$ cat src/rtl/ps2_key_receiver.sv
// PS/2 keyboard receiver: synchronises the PS/2 lines, deserialises 11-bit frames,
// folds E0/F0 prefixes into key-event flags and buffers events in a small FIFO.
module ps2_key_receiver #(
    parameter int unsigned FIFO_AW        = 3,
    parameter int unsigned SYNC_STAGES    = 3,
    parameter int unsigned TIMEOUT_CYCLES = 25000,
    parameter int unsigned DECODE_EN      = 1
) (
    input  logic               clk,
    input  logic               clrn,
    input  logic               ps2_clk,
    input  logic               ps2_data,
    input  logic               rdn,
    output logic [7:0]         data,
    output logic               is_ext,
    output logic               is_break,
    output logic               ready,
    output logic [FIFO_AW:0]   level,
    output logic               overflow,
    output logic               parity_err,
    output logic               frame_err
);

    localparam int unsigned WD_W  = $clog2(TIMEOUT_CYCLES + 1);
    localparam int unsigned DEPTH = 1 << FIFO_AW;

    typedef enum logic [1:0] {
        DEC_IDLE,
        DEC_EXT,
        DEC_BRK,
        DEC_EXT_BRK
    } dec_state_t;

    // ------------------------------------------------------------------
    // Line synchronisers (reset to the idle-high bus level)
    // ------------------------------------------------------------------
    logic [SYNC_STAGES-1:0] clk_sync;
    logic [SYNC_STAGES-1:0] data_sync;
    logic                   clk_last;
    logic                   sample;
    logic                   bit_in;

    // NOTE: every clocked process uses non-blocking assignments so that all
    // registers update together at the edge, independent of statement order.
    always_ff @(posedge clk or negedge clrn) begin
        if (!clrn) begin
            clk_sync  <= '1;
            data_sync <= '1;
            clk_last  <= 1'b1;
        end else begin
            clk_sync  <= {clk_sync[SYNC_STAGES-2:0], ps2_clk};
            data_sync <= {data_sync[SYNC_STAGES-2:0], ps2_data};
            clk_last  <= clk_sync[SYNC_STAGES-1];
        end
    end

    assign sample = clk_last & ~clk_sync[SYNC_STAGES-1];
    assign bit_in = data_sync[SYNC_STAGES-1];

    // ------------------------------------------------------------------
    // Frame deserialiser with watchdog
    // ------------------------------------------------------------------
    logic [3:0]      bit_cnt;
    logic [9:0]      shreg;
    logic [WD_W-1:0] wd_cnt;
    logic            rx_valid;
    logic [7:0]      rx_byte;

    // shreg collects bits 0..9; after ten shifts bit 0 (start) sits in shreg[0]
    always_ff @(posedge clk or negedge clrn) begin
        if (!clrn) begin
            bit_cnt    <= '0;
            shreg      <= '0;
            wd_cnt     <= '0;
            rx_valid   <= 1'b0;
            rx_byte    <= '0;
            parity_err <= 1'b0;
            frame_err  <= 1'b0;
        end else begin
            rx_valid   <= 1'b0;
            parity_err <= 1'b0;
            frame_err  <= 1'b0;
            if (sample) begin
                wd_cnt <= '0;
                if (bit_cnt == 4'd10) begin
                    bit_cnt <= '0;
                    if (shreg[0] || !bit_in) begin
                        frame_err <= 1'b1;
                    end else if (!(^shreg[9:1])) begin
                        parity_err <= 1'b1;
                    end else begin
                        rx_valid <= 1'b1;
                        rx_byte  <= shreg[8:1];
                    end
                end else begin
                    bit_cnt <= bit_cnt + 4'd1;
                    shreg   <= {bit_in, shreg[9:1]};
                end
            end else if (bit_cnt != 4'd0) begin
                if (wd_cnt == WD_W'(TIMEOUT_CYCLES - 1)) begin
                    bit_cnt   <= '0;
                    wd_cnt    <= '0;
                    frame_err <= 1'b1;
                end else begin
                    wd_cnt <= wd_cnt + WD_W'(1);
                end
            end
        end
    end

    // ------------------------------------------------------------------
    // Prefix decoder
    // ------------------------------------------------------------------
    dec_state_t dec_state_q;
    dec_state_t dec_state_d;
    logic       push;
    logic [9:0] push_entry;

    always_ff @(posedge clk or negedge clrn) begin
        if (!clrn) begin
            dec_state_q <= DEC_IDLE;
        end else begin
            dec_state_q <= dec_state_d;
        end
    end

    // NOTE: defaults first so no path through this block leaves a signal
    // unassigned, which would otherwise infer a latch.
    always_comb begin
        dec_state_d = dec_state_q;
        push        = 1'b0;
        push_entry  = {2'b00, rx_byte};
        if (rx_valid) begin
            if (DECODE_EN == 0) begin
                push = 1'b1;
            end else if (rx_byte == 8'hE0) begin
                case (dec_state_q)
                    DEC_IDLE: dec_state_d = DEC_EXT;
                    DEC_BRK:  dec_state_d = DEC_EXT_BRK;
                    default:  dec_state_d = dec_state_q;
                endcase
            end else if (rx_byte == 8'hF0) begin
                case (dec_state_q)
                    DEC_IDLE: dec_state_d = DEC_BRK;
                    DEC_EXT:  dec_state_d = DEC_EXT_BRK;
                    default:  dec_state_d = dec_state_q;
                endcase
            end else begin
                push        = 1'b1;
                push_entry  = {(dec_state_q == DEC_EXT) || (dec_state_q == DEC_EXT_BRK),
                               (dec_state_q == DEC_BRK) || (dec_state_q == DEC_EXT_BRK),
                               rx_byte};
                dec_state_d = DEC_IDLE;
            end
        end
    end

    // ------------------------------------------------------------------
    // Event FIFO: {ext, brk, byte}; extra pointer bit separates full/empty
    // ------------------------------------------------------------------
    logic [9:0]       mem [DEPTH];
    logic [FIFO_AW:0] w_ptr;
    logic [FIFO_AW:0] r_ptr;
    logic             empty;
    logic             full;
    logic             pop;
    logic             wr_en;
    logic             drop;

    assign empty = (w_ptr == r_ptr);
    assign full  = (w_ptr[FIFO_AW] != r_ptr[FIFO_AW]) &&
                   (w_ptr[FIFO_AW-1:0] == r_ptr[FIFO_AW-1:0]);
    assign pop   = ~rdn & ~empty;
    assign wr_en = push & (~full | pop);
    assign drop  = push & full & ~pop;

    // NOTE: the storage array has no reset; only the pointers define which
    // entries are valid, so clearing the contents would buy nothing.
    always_ff @(posedge clk) begin
        if (wr_en) begin
            mem[w_ptr[FIFO_AW-1:0]] <= push_entry;
        end
    end

    always_ff @(posedge clk or negedge clrn) begin
        if (!clrn) begin
            w_ptr    <= '0;
            r_ptr    <= '0;
            overflow <= 1'b0;
        end else begin
            if (wr_en) w_ptr <= w_ptr + 1'b1;
            if (pop)   r_ptr <= r_ptr + 1'b1;
            // a drop and a pop cannot coincide, but set still takes priority
            if (drop) begin
                overflow <= 1'b1;
            end else if (pop) begin
                overflow <= 1'b0;
            end
        end
    end

    assign {is_ext, is_break, data} = mem[r_ptr[FIFO_AW-1:0]];
    assign ready = ~empty;
    assign level = w_ptr - r_ptr;

endmodule

$ cat config.mk
export PLATFORM = sky130hd
export DESIGN_NAME = ps2_key_receiver
export DESIGN_NICKNAME = d
export VERILOG_FILES = /design/src/rtl/ps2_key_receiver.sv
export SDC_FILE = /design/constraint.sdc
export NUM_CORES = 1
export LEC_CHECK = 0
export BUFFER_PORTS_ARGS = -buffer_cell sky130_fd_sc_hd__buf_2
export CORE_ASPECT_RATIO = 0.5
export CORE_MARGIN = 8
export CORE_UTILIZATION = 40
export DETAILED_ROUTE_END_ITERATION = 7
export GPL_TIMING_DRIVEN = 0
export PLACE_DENSITY = 0.58
export SYNTH_ARGS = -nofsm -noshare
export SYNTH_HDL_FRONTEND = slang
export SYNTH_SLANG_ARGS = --single-unit
export TNS_END_PERCENT = 30
$ cat constraint.sdc
create_clock -name clk -period 3.83 [get_ports clk]
set_clock_uncertainty 0.15 [all_clocks]
set_input_delay 0.383 -clock clk [delete_from_list [all_inputs] [get_ports clk]]
set_output_delay 0.383 -clock clk [all_outputs]
set_load 0.02 [all_outputs]
* Yosys cells after proc, flatten, opt, wreduce, memory -nomap -nowiden
Memory sizes are Yosys's and may differ from the RTL's.
Cells that the tools add are included.
** Storage, ports and cells
- Register bits after elaboration :: 58
- Bits in latches :: 0
- RAM bits :: 80
- Bits in read-only memories :: 0
- Input port bits :: 5
- Output and inout bits :: 18
- Logic and storage cells :: 94
- Memories :: 1
** Memories
- mem :: words 8, bits a word 10, read ports 1, clocked after memory_dff 0, wr ports 1, RTL line 161 : logic [9:0] mem [DEPTH];
** Cells by class
- Add/sub/neg operators :: 5
- Multipliers :: 0
- Div/mod/pow operators :: 0
- $lt $le $gt $ge :: 0
- Equal/unequal tests :: 12
- Shifts and indexed selects :: 0
- Multiplexer cells :: 34
- Bitwise operators :: 13
- Reduce and logical (&&, ||, !) cells :: 15
** Operators by type and width (number)
- $mux W15 :: 3
- $mux W10 :: 3
- $mux W1 :: 20
- $eq A8 B8 Y1 const B :: 2
- $mux W4 :: 4
- $add A15 B1 Y15 const B :: 1
- $eq A15 B15 Y1 const B :: 1
- $add A4 B1 Y4 const B :: 3
- $reduce_xor A9 Y1 :: 1
- $pmux W2 S2 :: 2
- $not A1 Y1 :: 7
- $reduce_bool A2 Y1 :: 3
- $and A1 B1 Y1 :: 5
- $eq A2 B2 Y1 const B :: 2
- $eq A4 B4 Y1 :: 1
- $eq A4 B4 Y1 const B :: 1
- $mux W2 :: 2
- $ne A4 B2 Y1 const B :: 1
- $reduce_and A2 Y1 :: 2
- $reduce_and A4 Y1 :: 1
- $reduce_bool A4 Y1 :: 1
- $sub A4 B4 Y4 :: 1
- $eq A3 B3 Y1 :: 1
- $logic_or A1 B1 Y1 :: 3
- other kinds (8) :: 8

* Logic depth before layout (Yosys ltp)
- Word-level depth :: 7
- Mapped depth :: 7
- Mapped depth without buffers :: 6

* Worst setup path after synthesis
Ideal clock, no wire load.
- Kind :: register -> register
- Start point :: reg r_ptr[1]
- End point :: mem mem[7][0], enable pin
- Setup time :: 0.414 ns
- Data arrival time :: 2.764 ns
- Required time :: 3.266 ns
- Setup slack :: 0.502 ns
- Stages on the path, launching flop included :: 7
- Buffers on the path :: 1
- Period minus slack after synthesis :: 3.328 ns
- Cell sequence :: dfrtp_1 > buf_1 > inv_1 > ha_1 > and3_1 > nand3_1 > nor4b_1
** On the way
- Cells in the longest elaborated chain, start to end :: 7
- Elaborated cells between the ends (all ways) :: 10
- Those cells by class :: eq/ne: 2; mux: 2; bitwise: 5; reduce/logical: 1
** RTL lines
- start: declaration :: RTL line 163 : logic [FIFO_AW:0] r_ptr;
- start signal: assignment :: RTL line 192 : if (pop) r_ptr <= r_ptr + 1'b1;
- $eq A4 B4 Y1 or $eq A3 B3 Y1 (tied branches) :: RTL line 170, 172
- $not A1 Y1 or $logic_and A1 B1 Y1 (tied branches) :: RTL line 173, 171
- $and A1 B1 Y1 or $not A1 Y1 (tied branches) :: RTL line 173, 174
- $or A1 B1 Y1 * :: RTL line 174 : assign wr_en = push & (~full | pop);
- $and A1 B1 Y1 * :: RTL line 174
- $mux W1 * :: RTL line 180 : if (wr_en) begin
- $mux W1 (implied by the code) * :: RTL line 181 : mem[w_ptr[FIFO_AW-1:0]] <= push_entry;
- end: declaration :: RTL line 161
Every way passes the cells marked *; elsewhere a longest branch is shown, timed or not.

* Worst setup path in the final report
- Start point :: reg r_ptr[1]
- End point :: mem mem[0][4], enable pin
Same word-level chain as after synthesis.

==> qor.yml <==
yosys:
  synth_fp_nets: 404
  synth_cells: 389
  synth_seq_cells: 138
  synth-edff-count: 80
  synth_area_per_cell_um2: 15.0
  yosys_warnings: 0
  synthFlopType: "edfxtp_1"
  yosysSeqAreaShare_pct: 66.3
  syn_area_um2: 5830
  ys_types: 49
  ys_async_sr_fraction_pct: 42.0
timing:
  hold_viol: 0
  fin_crit_sh_pct: 90.4
  tns_ns: 0
  min_period_ns: 3.46
  finalSetupViolations: 0
  max_clock_freq_ghz: 0.289
  fin_ws_ns: 0.368
  relSlewSlack_pct: 32.1
  tightest_slew_ns: 1.01
  slew_viol_final: 0
  rsz0062_at_grt: "no"
grt:
  grt.busiest_layer: "met2"
  grt_pass1_wl_mm: 18.0
  grt_pass1_vias: 3295
  grt_use_met2_pct: 19.3
  grt_overflow: 0
  use_met1_pct: 16.1
  grt.total_usage_pct: 12.3
  grt.met3_usage_pct: 3.85
  antenna_found_initial: 0
  grt_start_max_net_pins: 59
critical_path:
  reg2reg_slack_ns: 0.37
  critPathMaxFanout: 10
  endpoint_kind: "flop"
  path_class: "reg -> reg"
  crit_required_ns: 3.80
  arrival_ns: 3.43
  crit_path_start_kind: "flop"
placement:
  dpl_worst_slack_ns: 0.350
  dp.cells: 614
  numPortBuffers: 22
  dp_hpwl_mm: 7.38
  gp_congestion: 0.789
finish:
  fillers: 1241
  area_growth_pct: 18.2
  drive_above_1_share_pct: 26.2
  final_common_cell: "edfxtp_1"
  diodes: 0
  fin_nets: 453
  layout.cells.non_filler: 649
  layout_common_cells: "edfxtp_1, dfrtp_1, nand2_1, buf_2, mux4_2"
hold_path:
  hold_path_class: "in -> reg"
cts:
  cts_hold_buf: 2
  postCtsSetupRepairBufs: 0
  cts_buffer_depth: 2
  path_clk_slew_ns: 0.06
  cts_tree: "done"
  cts_resized: 0
  cts_root_buf: "clkbuf_16"
  cts_made_buffers: 17
  cts.sinks: 138
  clock_latency_ns: 0.41
  htreeDepth: 4
floorplan:
  die_area_um2: 18900
  rows: 31
  initial_core_util_pct: 40.6
  die_x_um: 187
  ios: 23
  die_h_um: 101
  fp.coreArea_um2: 14400
route:
  drt_iter0_drc: 189
  via_per_inst: 5.07
  drt_pass1_iterations: 4
  wirelength_mm: 11.0
  vias: 3292
  ant_nets: 0
  drc_errors: 0
  post_drt_wl_per_cell_um: 16.9
pwr:
  p_leak_nw: 2.67
  p_total_mw: 4.92
  peakVddDrop_uv: 250
  power_density_nw_per_um2: 714
run:
  cap_viol_max_count: 0
status:
  outcome: "completed"
synth_stat cells (2+ instances only):
| master | count | area [um^2] |
|---|---|---|
| a21oi_1 | 11 | 55.1 |
| and2_1 | 4 | 25.0 |
| and3_1 | 3 | 18.8 |
| buf_1 | 2 | 7.51 |
| buf_2 | 2 | 10.0 |
| buf_6 | 2 | 22.5 |
| clkbuf_1 | 7 | 26.3 |
| dfrtp_1 | 51 | 1280 |
| dfstp_2 | 7 | 184 |
| edfxtp_1 | 80 | 2400 |
| ha_1 | 9 | 113 |
| inv_1 | 14 | 52.6 |
| mux2_2 | 19 | 214 |
| mux4_2 | 20 | 450 |
| nand2_1 | 49 | 184 |
| nand2b_1 | 2 | 12.5 |
| nand3_1 | 12 | 60.1 |
| nand4_1 | 4 | 25.0 |
| nor2_1 | 13 | 48.8 |
| nor3_1 | 4 | 20.0 |
| nor4_1 | 3 | 18.8 |
| nor4b_1 | 2 | 17.5 |
| o2111ai_1 | 3 | 26.3 |
| o211ai_1 | 5 | 37.5 |
| o21ai_0 | 8 | 40.0 |
| o31ai_1 | 4 | 30.0 |
| or3_1 | 4 | 25.0 |
| or4_1 | 5 | 37.5 |
| xnor2_1 | 10 | 87.6 |
| xnor3_1 | 2 | 45.0 |
| xor2_1 | 10 | 87.6 |
final cells by class:
type	instances	area, um^2	area share, %
flip-flops and latches	138	3860	56.1
multi-input cells	224	1880	27.3
clock buffers	18	429	6.23
well taps	198	248	3.60
repair buffers	30	191	2.78
clock inverters	14	160	2.33
plain buffers	13	66.3	0.963
inverters	14	52.6	0.763
sequential cells by signal (all words and copies together), names as in the netlist:
| name | count |
|---|---|
| frame_err | 1 |
| clk_sync | 3 |
| clk_last | 1 |
| wd_cnt | 15 |
| w_ptr | 4 |
| rx_valid | 1 |
| parity_err | 1 |
| dec_state_q | 2 |
| bit_cnt | 4 |
| r_ptr | 4 |
| shreg | 10 |
| data_sync | 3 |
| rx_byte | 8 |
| mem | 80 |
| overflow | 1 |
cells by family after synthesis:
logic type	count (synthesis)	share of synthesized area (%)
flops	138	66.3
simple gates	112	9.43
compound gates	40	4.55
mux	40	11.6
buf+inv	27	2.04
xor+xnor	22	3.78
fa+ha+maj	10	2.28
routing by layer:
metal	up-vias	wire (um)
met5	-	0
met4	0	133
met3	13	437
met2	52	5110
met1	1656	5280
li1	1571	-
path summary, 6_finish.rpt:
check | start | endpoint | cells after the start
min in group asynchronous | clrn | wd_cnt[11] | 2
min | rdn | overflow | 2
max in group asynchronous | clrn | r_ptr[0] | 2
max reg2reg | r_ptr[1] | mem[0][4] | 8
max | r_ptr[1] | mem[0][4] | 8
min reg2reg | data_sync[0] | data_sync[1] | 0
report_power, final:
group          leakage, nW  switching (mW)  internal (mW)  total, mW
Sequential            1.50           0.195           1.74       1.94
Combinational        0.882           0.727          0.620       1.35
Clock                0.287           0.656          0.974       1.63
per-stage QoR:
| stage | area, um^2 | util (%) | hold WS, ns |
|---|---|---|---|
| floorplan | 5830 | - | -0.0626 |
| global placement | 6180 | 43.1 | 0.197 |
| detailed placement | 6270 | 43.7 | 0.197 |
| CTS | 6880 | 47.9 | 0.0907 |
| global route | 6890 | 48.0 | 0.107 |
| finish | 6890 | 48.0 | 0.113 |
critical path, cell delays in order, from the launching register on:
cell and delay, ns:
dfrtp_1 0.51, buf_1 0.54, inv_1 0.15, ha_1 0.32
and3_1 0.22, nand3_1 0.16, nand2_1 0.24, nor4_2 0.57
buf_4 0.30
(Power assumes the default switching activity.)
